### config.mk
export PLATFORM = sky130hd
export DESIGN_NAME = serial_fas_engine
export DESIGN_NICKNAME = d
export VERILOG_FILES = /design/src/rtl/serial_fas_engine_pkg.sv /design/src/rtl/serial_fas_engine_fas.sv /design/src/rtl/serial_fas_engine.sv
export SDC_FILE = /design/constraint.sdc
export NUM_CORES = 1
export LEC_CHECK = 0
export BUFFER_PORTS_ARGS = -buffer_cell sky130_fd_sc_hd__clkbuf_2
export CORE_AREA = 2 2 61 63
export CTS_BUF_LIST = sky130_fd_sc_hd__clkbuf_4 sky130_fd_sc_hd__clkbuf_8
export DETAILED_ROUTE_END_ITERATION = 12
export DIE_AREA = 0 0 63 65
export PLACE_DENSITY = 0.76
export SYNTH_ARGS = -nofsm -noshare
export SYNTH_HDL_FRONTEND = slang
export SYNTH_SLANG_ARGS = --single-unit
### constraint.sdc
create_clock -name clk -period 1.7 [get_ports clk]
set_input_delay 0.085 -clock clk [delete_from_list [all_inputs] [get_ports clk]]
set_output_delay 0.085 -clock clk [all_outputs]
set_load 0.02 [all_outputs]
### src/rtl/serial_fas_engine_pkg.sv
// Shared types and constants for the bit-serial full adder/subtractor engine.
package serial_fas_engine_pkg;

   typedef enum logic [1:0] {
      IDLE = 2'd0,
      RUN  = 2'd1,
      DONE = 2'd2
   } state_t;

   localparam logic ADD = 1'b1;
   localparam logic SUB = 1'b0;

   // Bit-counter width; never narrower than one bit.
   function automatic int cnt_width(input int width);
      return (width > 2) ? $clog2(width) : 1;
   endfunction

endpackage

### src/rtl/serial_fas_engine_fas.sv
// One full adder/subtractor bit-slice: f = a XNOR a_ns, sum = f^b^cin, cout = maj(f,b,cin).
module fas_cell #(
   parameter int NAND_TPD = 1,
   parameter int OR_TPD   = 1,
   parameter int XNOR_TPD = 1
) (
   input  logic a,
   input  logic b,
   input  logic a_ns,
   input  logic cin,
   output logic sum,
   output logic cout
);

   // Gate delays describe the library cell; they only gate elaboration here.
   localparam int CELL_TPD = ((XNOR_TPD > OR_TPD) ? XNOR_TPD : OR_TPD) + 2 * NAND_TPD;

   if (CELL_TPD < 0) begin : g_bad_tpd
      $error("fas_cell: negative gate delay");
   end

   logic f;
   logic fb_or;
   logic n_fb;
   logic n_cfb;

   assign f     = ~(a ^ a_ns);
   assign fb_or = f | b;
   assign n_fb  = ~(f & b);
   assign n_cfb = ~(cin & fb_or);
   assign cout  = ~(n_fb & n_cfb);
   assign sum   = f ^ b ^ cin;

endmodule

### src/rtl/serial_fas_engine.sv
// Bit-serial WIDTH-bit adder/subtractor: one fas cell, one bit per clock, LSB first.
module serial_fas_engine
   import serial_fas_engine_pkg::*;
#(
   parameter int WIDTH    = 8,
   parameter int NAND_TPD = 1,
   parameter int OR_TPD   = 1,
   parameter int XNOR_TPD = 1
) (
   input  logic             clk,
   input  logic             rst,
   input  logic             start,
   output logic             ready,
   input  logic [WIDTH-1:0] a,
   input  logic [WIDTH-1:0] b,
   input  logic             a_ns,
   output logic [WIDTH-1:0] res,
   output logic             cout,
   output logic             ovf,
   output logic             done
);

   localparam int CW = cnt_width(WIDTH);
   localparam logic [CW-1:0] LAST = CW'(WIDTH - 1);

   state_t state, state_nxt;

   logic [WIDTH-1:0] op_a;
   logic [WIDTH-1:0] op_b;
   logic [WIDTH-2:0] sum_sh;
   logic [WIDTH-1:0] sum_nxt;
   logic [CW-1:0]    cnt;
   logic             mode;
   logic             carry;
   logic             cell_sum;
   logic             cell_cout;

   fas_cell #(
      .NAND_TPD (NAND_TPD),
      .OR_TPD   (OR_TPD),
      .XNOR_TPD (XNOR_TPD)
   ) u_cell (
      .a    (op_a[0]),
      .b    (op_b[0]),
      .a_ns (mode),
      .cin  (carry),
      .sum  (cell_sum),
      .cout (cell_cout)
   );

   // Shadow register collects the low bits; the live sum bit completes the word.
   assign sum_nxt = {cell_sum, sum_sh};

   always_ff @(posedge clk or posedge rst) begin
      if (rst) state <= IDLE;
      else     state <= state_nxt;
   end

   always_comb begin
      state_nxt = state;
      ready     = 1'b0;
      done      = 1'b0;
      case (state)
         IDLE: begin
            ready = 1'b1;
            if (start) state_nxt = RUN;
         end
         RUN: begin
            if (cnt == LAST) state_nxt = DONE;
         end
         DONE: begin
            done      = 1'b1;
            state_nxt = IDLE;
         end
         default: state_nxt = IDLE;
      endcase
   end

   always_ff @(posedge clk or posedge rst) begin
      if (rst) begin
         op_a   <= '0;
         op_b   <= '0;
         sum_sh <= '0;
         cnt    <= '0;
         mode   <= ADD;
         carry  <= 1'b0;
         res    <= '0;
         cout   <= 1'b0;
         ovf    <= 1'b0;
      end else begin
         case (state)
            IDLE: if (start) begin
               op_a  <= a;
               op_b  <= b;
               mode  <= a_ns;
               carry <= ~a_ns;
               cnt   <= '0;
            end
            RUN: begin
               op_a   <= op_a >> 1;
               op_b   <= op_b >> 1;
               sum_sh <= sum_nxt[WIDTH-1:1];
               carry  <= cell_cout;
               cnt    <= cnt + 1'b1;
               if (cnt == LAST) begin
                  // carry still holds the carry into the MSB here
                  res  <= sum_nxt;
                  cout <= cell_cout;
                  ovf  <= carry ^ cell_cout;
               end
            end
            default: ;
         endcase
      end
   end

endmodule
# Yosys cells after proc, flatten, opt, wreduce, memory -nomap -nowiden
# Cells that the tools add are included.
# word_totals
register_bits,40
inputBits,20
out_inout_bits,12
# classes
muxes,13
add_sub_neg,1
n_reduce_logical,6
bitwise,13
eq_ne,5
# op_table
cell,n
case mux 8 bit (2 select lines),2
two-way mux 8 bit,2
AND reduction 2 bit,4
case mux 3 bit (2 select lines),1
NOT 1 bit,5
two-way mux 2 bit,2
"inequality test 2 bit, second input constant",2
case mux 2 bit (2 select lines),1
bitwise XOR 1 bit,4
"adder 3 x 1 -> 3 bit, second input constant",1
bitwise AND 1 bit,3
"== test 3 bit, second input constant",1
two-way mux 1 bit,3
two-way mux 3 bit,1
"== test 2 x 1 -> 1 bit, second input constant",1
"== test 2 bit, second input constant",1
logical NOT 2 bit,1
case mux 1 bit (2 select lines),1
nonzero test 2 bit,1
OR 1 bit,1

# Logic depth before layout (Yosys ltp)
# Gate-level depths: netlist (run 1).
# logic_depth
word_depth,8
depth_mapped,6

# Hierarchy
# From an unflattened synthesis (run 1), not the netlist that was laid out.
# hier_totals
hier_cells,140
area_unflattened_um2,1846.8
# by_module_without_submodules
mod,seq_area_each_um2,area_per_inst_um2,n_inst,cells_per_inst
serial_fas_engine,1002.2,1818.0,1,138
fas_cell,0.0,28.8,1,2

# Worst setup path before layout (run 1)
# Ideal clock, no wire load.
# synth_timing
path_type,register to register
from,reg cnt[0]
to,reg cout
path_stages_with_launch,6
t_required_ns,1.575
t_arrival_ns,1.397
slack_ns,0.179
cell_sequence,dfrtp_1 > ha_1 > ha_1 > nand3b_1 > buf_2 > mux2_2
# synth_between
elab_chain_len,2
# synth_rtl
element,line_no,source
from (decl),serial_fas_engine.sv:32,logic [CW-1:0] cnt;
from (signal assigned),serial_fas_engine.sv:104,cnt <= cnt + 1'b1;
== test 3 bit,serial_fas_engine.sv:105,if (cnt == LAST) begin
AND reduction 2 bit (no source line),n/a,
to (signal assigned),serial_fas_engine.sv:108,cout <= cell_cout;
to (decl),serial_fas_engine.sv:18,"output logic cout,"
# Every way passes these cells.
# A chain may end at the register's enable or synchronous reset.

# Worst setup path in the final report (run 1)
# layout_timing
from,reg state[1]
to,out done
# layout_between
elab_chain_len,2
# layout_rtl
element,line_no,source
from (decl),serial_fas_engine.sv:26,"state_t state, state_nxt;"
from (signal assigned),serial_fas_engine.sv:56,else state <= state_nxt;
== test 2 bit,serial_fas_engine.sv:63,case (state)
two-way mux 1 bit,serial_fas_engine.sv:63,
to (decl),serial_fas_engine.sv:20,output logic done
# Every way passes these cells.

==> flow_metrics.env, run 1 <==
export IMPL_start_kind="register"
export IMPL_num_io_pins=32
export IMPL_ant_nets=0
export IMPL_setup_violations=0
export IMPL_synth_area_leaders="dfrtp_1 (54%), nor3_1 (12%), mux2_2 (6.2%)"
export IMPL_clk_pin_slew_ns=0.12
export IMPL_antenna_found_initial=0
export IMPL_seq_area_frac_synth=0.555
export IMPL_yosysTopAreaCell="dfrtp_1"
export IMPL_grt_pass1_vias=1365
export IMPL_drc=0
export IMPL_antenna_cells=0
export IMPL_synth_warnings=0
export IMPL_cp_required_ns=1.62
export IMPL_grt_usage=0.187
export IMPL_p_per_area_nw_per_um2=1830
export IMPL_grt_use_met3=0.0469
export IMPL_viasPerCell=5.40
export IMPL_cp_max_fo=13
export IMPL_area_growth_pct=17.2
export IMPL_yosysUniqueCellTypes=23
export IMPL_cts_tree="yes"
export IMPL_slew_violations=0
export IMPL_status="complete, no violations"
export IMPL_worstSetupPathType="reg2out"
export IMPL_synth_seq_cells=40
export IMPL_fin_nets=236
export IMPL_worstReg2RegStart="cnt[0]"
export IMPL_use_met2=0.320
export IMPL_cpPeakStageDelay_ns=0.50
export IMPL_worstMarginPinSlew_ns=0.489
export IMPL_core_area_um2=3500
export IMPL_slowest_stage="dfrtp_2"
export IMPL_wl_per_cell_um=13.1
export IMPL_reg2regPathDepth=5
export IMPL_dr_first_iter_drc_count=104
export IMPL_cts_htree_levels=2
export IMPL_rsz0062_at_grt="no"
export IMPL_portBuffers=31
export IMPL_grt_pass1_wl_mm=6.00
export IMPL_worstPathCellList="inv_1, buf_4, nor2_1, clkbuf_2"
export IMPL_fin_tns_setup_ns=0
export IMPL_numCtsBuffers=5
export IMPL_met1_usage=0.235
export IMPL_min_period_over_period=0.900
export IMPL_finish_instance_area_um2=2120
export IMPL_drv_cap=0
export IMPL_hold_end="op_a[4]"
export IMPL_slew_headroom=0.674
export IMPL_die_width_um=63
export IMPL_initial_core_util=0.517
export IMPL_drive_above_1_share=0.280
export IMPL_end_kind="output port"
export IMPL_worst_hold_startpoint="a[4]"
export IMPL_syn_inst=176
export IMPL_rows=22
export IMPL_wl_mm=3.44
export IMPL_crit_family="buffers and inverters"
export IMPL_crit_buf_inv=3
export IMPL_syn_area_per_cell_um2=10.3
export IMPL_netlist_area_um2=1810
export IMPL_max_freq_mhz=654
export IMPL_clock_sinks=40
export IMPL_timing_rr_end="res[3]"
export IMPL_dp_hpwl_mm=2.37
export IMPL_critPathArrivalTime_ns=1.44
export IMPL_top_usage_layer="met2"
export IMPL_clkLatencyLatePin_ns=0.35
export IMPL_fill_cells=325
export IMPL_die_height_um=65
export IMPL_gp_congestion=0.739
export IMPL_overflow=0
export IMPL_grt_max_degree=41
export IMPL_final_hold_viol_count=0
export IMPL_skew_ns=0.00885
export IMPL_synth_nets=199
export IMPL_post_cts_buffers=0
export IMPL_rrSetupSlack_ns=0.18
export IMPL_dr_pass1_iters=4
export IMPL_vias=1416
export IMPL_whs_path_depth=3
export IMPL_dieArea_um2=4100
export IMPL_max_clock_path_buffers=2
export IMPL_post_dp_cell_area_um2=2020
export IMPL_vdd_drop_max_mv=0.756
export IMPL_hold_path_class="in2reg"
export IMPL_p_leak_nw=0.975
export IMPL_clockRootBuffer="clkbuf_4"
export IMPL_synth_top_area_share=0.540
export IMPL_period_minus_slack_ns=1.53
## report_power, final
part	total (mW)	leakage [nW]	internal [mW]	switching, mW
Combinational	1.62	0.461	0.731	0.893
Clock	0.504	0.0380	0.197	0.307
Sequential	1.75	0.476	1.42	0.336
Total	3.88	0.975	2.34	1.54
## synth_stat cells
master,number
dfrtp_1,39
nor2_1,4
nand2b_1,3
ha_1,2
fa_1,1
inv_1,3
nor2b_1,2
o22ai_1,14
buf_2,9
dfstp_2,1
nand2_1,25
mux2_2,10
o21ai_0,8
xnor2_1,2
a21oi_1,1
nand3b_1,1
nand2b_4,1
buf_4,3
a22o_1,2
nor3_1,42
buf_6,1
a221o_1,1
o31ai_1,1
## layout by cell type, fill, tap and decap left out
cell type and n:
a21oi_1 1, a221o_1 1, a22o_1 2, buf_12 1, buf_4 7, clkbuf_2 31
clkbuf_4 5, clkbuf_8 1, clkinv_2 2, dfrtp_1 38, dfrtp_2 1, dfstp_2 1
dlygate4sd3_1 4, fa_1 1, ha_1 2, inv_1 3, mux2_2 10, nand2_1 25
nand2b_1 3, nand2b_4 1, nand3b_1 1, nor2_1 4, nor2b_1 2, nor3_1 42
o21ai_0 8, o22ai_1 14, o31ai_1 1, xnor2_1 2
## flip-flops by register name (all words and copies together), names as in the netlist
register / count
cout: 1
op_a: 8
res: 8
cnt: 3
ovf: 1
mode: 1
sum_sh: 7
op_b: 8
carry: 1
state: 2
## routing by layer
layer | wire length [µm] | vias up
met5 | 0 | -
met2 | 1630 | 37
li1 | - | 698
met4 | 38 | 0
met1 | 1630 | 676
met3 | 148 | 5
## logic make-up (layout without fill, tap and decap cells)
| group | count (synthesis) | count (layout) | share of synthesized area |
|---|---|---|---|
| buffers and inverters | 16 | 54 | 0.0499 |
| flip-flops | 40 | 40 | 0.555 |
| adder cells (fa/ha/maj) | 3 | 3 | 0.0249 |
| multiplexers | 10 | 10 | 0.0623 |
| AND/OR/NAND/NOR | 78 | 78 | 0.206 |
| AO/OA/AOI/OAI | 27 | 27 | 0.0928 |
| XOR/XNOR | 2 | 2 | 0.00970 |
## worst reg2reg max path, stage by stage (launching register included)
cell and delay (ns):
dfrtp_1 0.42, ha_1 0.20, ha_1 0.18, nand3b_1 0.13, buf_12 0.15, mux2_2 0.33
## per-stage QoR
step | hold WS (ns) | power [mW] | cells | worst slack [ns] | utilization
final | 0.0537 | 3.88 | 262 | 0.170 | 0.606
after global routing | 0.0531 | 4.21 | 262 | 0.0695 | 0.606
after CTS | 0.0511 | 3.92 | 262 | 0.0248 | 0.606
after detailed placement | 0.216 | 3.41 | 250 | 0.193 | 0.577
after global placement | 0.217 | 3.32 | 250 | 0.231 | 0.577
after floorplan | 0.221 | 2.93 | 176 | 0.179 | -
## final cells by class
cell class | instances | area [µm²] | share of cell area
sequential | 40 | 1000 | 0.474
multi-input combinational | 120 | 714 | 0.337
timing repair buffer | 43 | 268 | 0.126
tap | 48 | 60.1 | 0.0284
clock buffer | 6 | 51.3 | 0.0242
inverter | 3 | 11.3 | 0.00532
clock inverter | 2 | 10.0 | 0.00473
## worst max-delay path by stage
| stage | startpoint | to | slack [ns] | depth (start not counted) |
|---|---|---|---|---|
| finish | state[1] | done | 0.17 | 4 |
| global placement | mode | res[7] | 0.23 | 3 |
| detailed placement | cnt[0] | res[4] | 0.19 | 5 |
| CTS | state[1] | done | 0.02 | 4 |
| global route | state[1] | done | 0.07 | 4 |
| floorplan | cnt[0] | cout | 0.18 | 5 |
## what timing repair did
action                                 in CTS  in global routing
endpoints found under the hold margin      42                  0
gates resized for setup                     0                  1
setup endpoints to repair                   0                  1
hold buffers                                4                  0
No activity file was read; power rests on OpenSTA's default activity.
==> run 2: changes to the inputs <==
--- a/config.mk
+++ b/config.mk
@@ -10,7 +10,7 @@
 export CTS_BUF_LIST = sky130_fd_sc_hd__clkbuf_4 sky130_fd_sc_hd__clkbuf_8
 export DETAILED_ROUTE_END_ITERATION = 12
 export DIE_AREA = 0 0 63 65
-export PLACE_DENSITY = 0.76
+export PLACE_DENSITY = 0.73
 export SYNTH_ARGS = -nofsm -noshare
 export SYNTH_HDL_FRONTEND = slang
 export SYNTH_SLANG_ARGS = --single-unit
==> flow_metrics.env, run 2 (synthesized netlist as in run 1, its figures left out) <==
export IMPL_portBuffers=31
export IMPL_endpoint="done"
export IMPL_drc=0
export IMPL_drv_cap=0
export IMPL_worstPathCellList="inv_1, buf_4, nor2_1, clkbuf_2"
export IMPL_end_kind="output port"
export IMPL_worstMarginPinSlew_ns=0.735
export IMPL_cts_tree="yes"
export IMPL_antenna_cells=0
export IMPL_critPathLaunch="state[1]"
export IMPL_viasPerCell=5.46
export IMPL_final_hold_viol_count=0
export IMPL_final_common_cell="nor3_1"
export IMPL_p_per_area_nw_per_um2=1880
export IMPL_ctsHoldBuffers=4
export IMPL_skew_ns=0.00726
export IMPL_min_period_over_period=0.928
export IMPL_ant_nets=0
export IMPL_hold_path_class="in2reg"
export IMPL_rows=22
export IMPL_worstSetupPathType="reg2out"
export IMPL_fill_cells=324
export IMPL_clockRootBuffer="clkbuf_4"
export IMPL_slew_violations=0
export IMPL_rsz0062_at_grt="no"
export IMPL_grt_pass1_vias=1431
export IMPL_crit_family="flip-flops"
export IMPL_numCtsBuffers=5
export IMPL_cpPeakStageDelay_ns=0.61
export IMPL_wl_per_cell_um=14.1
export IMPL_gp_congestion=0.727
export IMPL_reg2regPathDepth=5
export IMPL_clk_pin_slew_ns=0.12
export IMPL_cp_max_fo=16
export IMPL_hold_ws_ns=0.0678
export IMPL_grt_max_degree=41
export IMPL_vdd_drop_max_mv=0.920
export IMPL_core_area_um2=3500
export IMPL_grt_pass1_wl_mm=6.44
export IMPL_start_kind="register"
export IMPL_wl_mm=3.69
export IMPL_placed_cells=249
export IMPL_reg_largest_list="op_a x8, op_b x8, res x8"
export IMPL_crit_buf_inv=3
export IMPL_vias=1424
export IMPL_cts_resized=0
export IMPL_num_io_pins=32
export IMPL_area_growth_pct=17.8
export IMPL_clkLatencyLatePin_ns=0.35
export IMPL_fin_tns_setup_ns=0
export IMPL_fin_nets=235
export IMPL_finish_instance_area_um2=2130
export IMPL_dr_pass1_iters=4
export IMPL_die_width_um=63
export IMPL_critPathArrivalTime_ns=1.49
export IMPL_setup_violations=0
export IMPL_slew_headroom=0.509
export IMPL_antenna_found_initial=0
export IMPL_dr_first_iter_drc_count=79
export IMPL_overflow=0
export IMPL_cts_htree_levels=2
export IMPL_most_common_layout_cells="nor3_1 (42), dfrtp_1 (39), clkbuf_2 (31)"
export IMPL_post_dp_cell_area_um2=2010
export IMPL_status="complete, no violations"
export IMPL_drive_above_1_share=0.272
export IMPL_worstReg2RegStart="cnt[0]"
export IMPL_post_cts_buffers=0
export IMPL_p_leak_nw=0.975
export IMPL_path_depth=4
export IMPL_max_freq_mhz=634
export IMPL_dp_hpwl_mm=2.57
export IMPL_period_minus_slack_ns=1.58
export IMPL_timing_rr_end="res[0]"
export IMPL_initial_core_util=0.517
export IMPL_cp_required_ns=1.62
export IMPL_slowest_stage="dfrtp_1"
export IMPL_dieArea_um2=4100
export IMPL_max_clock_path_buffers=2
export IMPL_rrSetupSlack_ns=0.17
export IMPL_whs_path_depth=3
export IMPL_final_cells=261
export IMPL_clock_sinks=40
export IMPL_die_height_um=65
export IMPL_grt_usage=0.202
[run 2: changes by cell type in the layout (fill, tap and decap cells not counted), sizes merged]
cell / previous run / this run
buf: 8 / 7
bufinv: 0 / 1
clkbuf: 37 / 36
clkinv: 2 / 1
clkinvlp: 0 / 1
[run 2: area by class of cell]
type / instances / area (µm²) / share of cell area
clock inverters: 3 / 42.5 / 0.0200
inverters: 3 / 11.3 / 0.00529
repair buffers: 42 / 260 / 0.122
flip-flops and latches: 40 / 1000 / 0.471
well taps: 48 / 60.1 / 0.0282
clock buffers: 5 / 37.5 / 0.0176
multi-input cells: 120 / 714 / 0.336
[run 2: worst min-delay path by stage]
stage / endpoint / slack [ns] / startpoint
6_report: op_b[4] / 0.07 / b[4]
3_3_place_gp: op_b[1] / 0.20 / rst
2_1_floorplan: op_a[7] / 0.22 / a[7]
3_5_place_dp: op_b[2] / 0.21 / rst
4_1_cts: op_a[2] / 0.05 / a[2]
5_1_grt: op_b[0] / 0.08 / b[0]
[run 2: worst min-delay path, delay by kind of cell]
family,cells,cell delay (ns)
simple gates,2,0.21
buf+inv,1,0.07
[run 2: power by group]
part	internal [mW]	switching, mW
clock network	0.307	0.318
registers	1.41	0.335
logic	0.716	0.915
[run 2: per-layer routing]
layer	share of wire	track usage	routed length, µm
met5	0	0	0
met4	0.022	0.0889	82
met2	0.52	0.344	1910
met3	0.044	0.0382	164
met1	0.42	0.249	1540
[run 2: through the flow]
stage	setup WS [ns]	total power, mW	utilization
floorplan	0.179	2.93	-
global placement	0.231	3.28	0.574
detailed placement	0.183	3.41	0.574
CTS	0.113	4.04	0.609
global route	0.00450	4.34	0.609
finish	0.122	4.01	0.609
==> run 3: changes to the inputs <==
--- a/config.mk
+++ b/config.mk
@@ -6,11 +6,13 @@
 export NUM_CORES = 1
 export LEC_CHECK = 0
 export BUFFER_PORTS_ARGS = -buffer_cell sky130_fd_sc_hd__clkbuf_2
-export CORE_AREA = 2 2 61 63
+export CELL_PAD_IN_SITES_DETAIL_PLACEMENT = 0
+export CELL_PAD_IN_SITES_GLOBAL_PLACEMENT = 1
+export CORE_AREA = 2 2 68 70
 export CTS_BUF_LIST = sky130_fd_sc_hd__clkbuf_4 sky130_fd_sc_hd__clkbuf_8
 export DETAILED_ROUTE_END_ITERATION = 12
-export DIE_AREA = 0 0 63 65
-export PLACE_DENSITY = 0.73
+export DIE_AREA = 0 0 70 72
+export PLACE_DENSITY = 0.75
 export SYNTH_ARGS = -nofsm -noshare
 export SYNTH_HDL_FRONTEND = slang
 export SYNTH_SLANG_ARGS = --single-unit
==> flow_metrics.env, run 3 (synthesized netlist as in run 1, its figures left out) <==
export IMPL_cp_max_fo=11
export IMPL_final_common_cell="nor3_1"
export IMPL_grt_pass1_wl_mm=6.71
export IMPL_initial_core_util=0.424
export IMPL_portBuffers=31
export IMPL_final_hold_viol_count=0
export IMPL_clkLatencyLatePin_ns=0.29
export IMPL_endpoint="carry"
export IMPL_cts_tree="yes"
export IMPL_core_area_um2=4260
export IMPL_max_freq_mhz=655
export IMPL_rrSetupSlack_ns=0.17
export IMPL_wl_per_cell_um=14.3
export IMPL_setup_violations=0
export IMPL_num_io_pins=32
export IMPL_antenna_cells=0
export IMPL_period_minus_slack_ns=1.53
export IMPL_hold_path_class="in2reg"
export IMPL_reg2regPathDepth=2
export IMPL_gp_congestion=0.740
export IMPL_slew_headroom=0.502
export IMPL_die_width_um=70
export IMPL_numCtsBuffers=5
export IMPL_post_dp_cell_area_um2=2010
export IMPL_grt_pass1_vias=1458
export IMPL_dp_hpwl_mm=2.52
export IMPL_viasPerCell=5.53
export IMPL_drv_cap=0
export IMPL_wl_mm=3.75
export IMPL_timing_rr_end="carry"
export IMPL_critPathLaunch="state[0]"
export IMPL_dieArea_um2=5040
export IMPL_critPathArrivalTime_ns=1.76
export IMPL_worstMarginPinSlew_ns=0.746
export IMPL_min_period_over_period=0.898
export IMPL_vdd_drop_max_mv=0.679
export IMPL_area_growth_pct=17.4
export IMPL_finish_instance_area_um2=2120
export IMPL_clock_sinks=40
export IMPL_fin_nets=232
export IMPL_end_kind="register"
export IMPL_overflow=0
export IMPL_clockRootBuffer="clkbuf_8"
export IMPL_skew_ns=0.00586
export IMPL_rows=24
export IMPL_ant_nets=0
export IMPL_grt_max_degree=41
export IMPL_reg_largest_list="op_a x8, op_b x8, res x8"
export IMPL_p_per_area_nw_per_um2=1900
export IMPL_slew_violations=0
export IMPL_drc=0
export IMPL_die_height_um=72
export IMPL_status="complete, no violations"
export IMPL_p_leak_nw=0.969
export IMPL_most_common_layout_cells="nor3_1 (42), dfrtp_1 (39), clkbuf_2 (31)"
export IMPL_worstSetupPathType="reg2reg"
export IMPL_clk_pin_slew_ns=0.07
export IMPL_antenna_found_initial=0
export IMPL_drive_above_1_share=0.276
export IMPL_cts_htree_levels=2
export IMPL_dr_pass1_iters=4
export IMPL_rsz0062_at_grt="no"
export IMPL_start_kind="register"
export IMPL_max_clock_path_buffers=2
export IMPL_dr_first_iter_drc_count=117
export IMPL_fin_tns_setup_ns=0
export IMPL_cp_required_ns=1.93
export IMPL_cts_resized=0
export IMPL_fill_cells=399
export IMPL_worstReg2RegStart="state[0]"
export IMPL_vias=1448
export IMPL_grt_usage=0.168
==> run 3: how the worst min path moves through the flow <==
stage,startpoint,depth (start not counted),slack (ns),endpoint
floorplan,a[7],2,0.22,op_a[7]
global placement,rst,3,0.21,res[6]
detailed placement,rst,3,0.23,res[5]
CTS,a[7],3,0.03,op_a[7]
global route,a[7],3,0.04,op_a[7]
finish,a[7],3,0.03,op_a[7]
==> run 3: power by group <==
| group | leakage (nW) | total [mW] | internal [mW] | switching (mW) |
|---|---|---|---|---|
| logic | 0.443 | 1.60 | 0.712 | 0.886 |
| clock network | 0.0479 | 0.674 | 0.346 | 0.328 |
| registers | 0.478 | 1.76 | 1.42 | 0.342 |
| total | 0.969 | 4.03 | 2.48 | 1.56 |
==> run 3: per-layer routing <==
layer  vias to the layer above  routed length (µm)  part of all wire  GRT usage
met4                         0                  99             0.026     0.0769
met3                         9                 150             0.040     0.0472
met2                        37                1770              0.47      0.270
li1                        691                   -                 -          -
met1                       711                1730              0.46      0.213
met5                         -                   0                 0          0
==> run 3: cell type report <==
type / instances / area (µm²) / share of cell area
Clock inverter: 1 / 7.51 / 0.00354
Clock buffer: 7 / 90.1 / 0.0425
Sequential cell: 40 / 1000 / 0.473
Inverter: 3 / 11.3 / 0.00531
Timing Repair Buffer: 39 / 230 / 0.109
Tap cell: 52 / 65.1 / 0.0307
Multi-Input combinational cell: 120 / 714 / 0.337
==> run 3: stage by stage <==
stage	utilization	hold WS [ns]	cells	setup WS [ns]	power, mW
5_1_grt	0.497	0.0401	262	0.0661	4.38
3_5_place_dp	0.472	0.229	253	0.187	3.40
4_1_cts	0.497	0.0346	262	0.161	4.08
6_report	0.497	0.0347	262	0.173	4.03
2_1_floorplan	-	0.221	176	0.179	2.93
3_3_place_gp	0.472	0.208	253	0.202	3.30
==> run 3: worst max-delay path, stage by stage (launching register included) <==
cell     delay (ns)
dfrtp_1        0.55
nor2b_1        0.66
a221o_1        0.26
==> run 3: what timing repair did <==
item / 4_1_cts / 5_1_grt
hold buffers: 1 / 0
buffers inserted: 0 / 0
hold endpoints to repair: 39 / 0
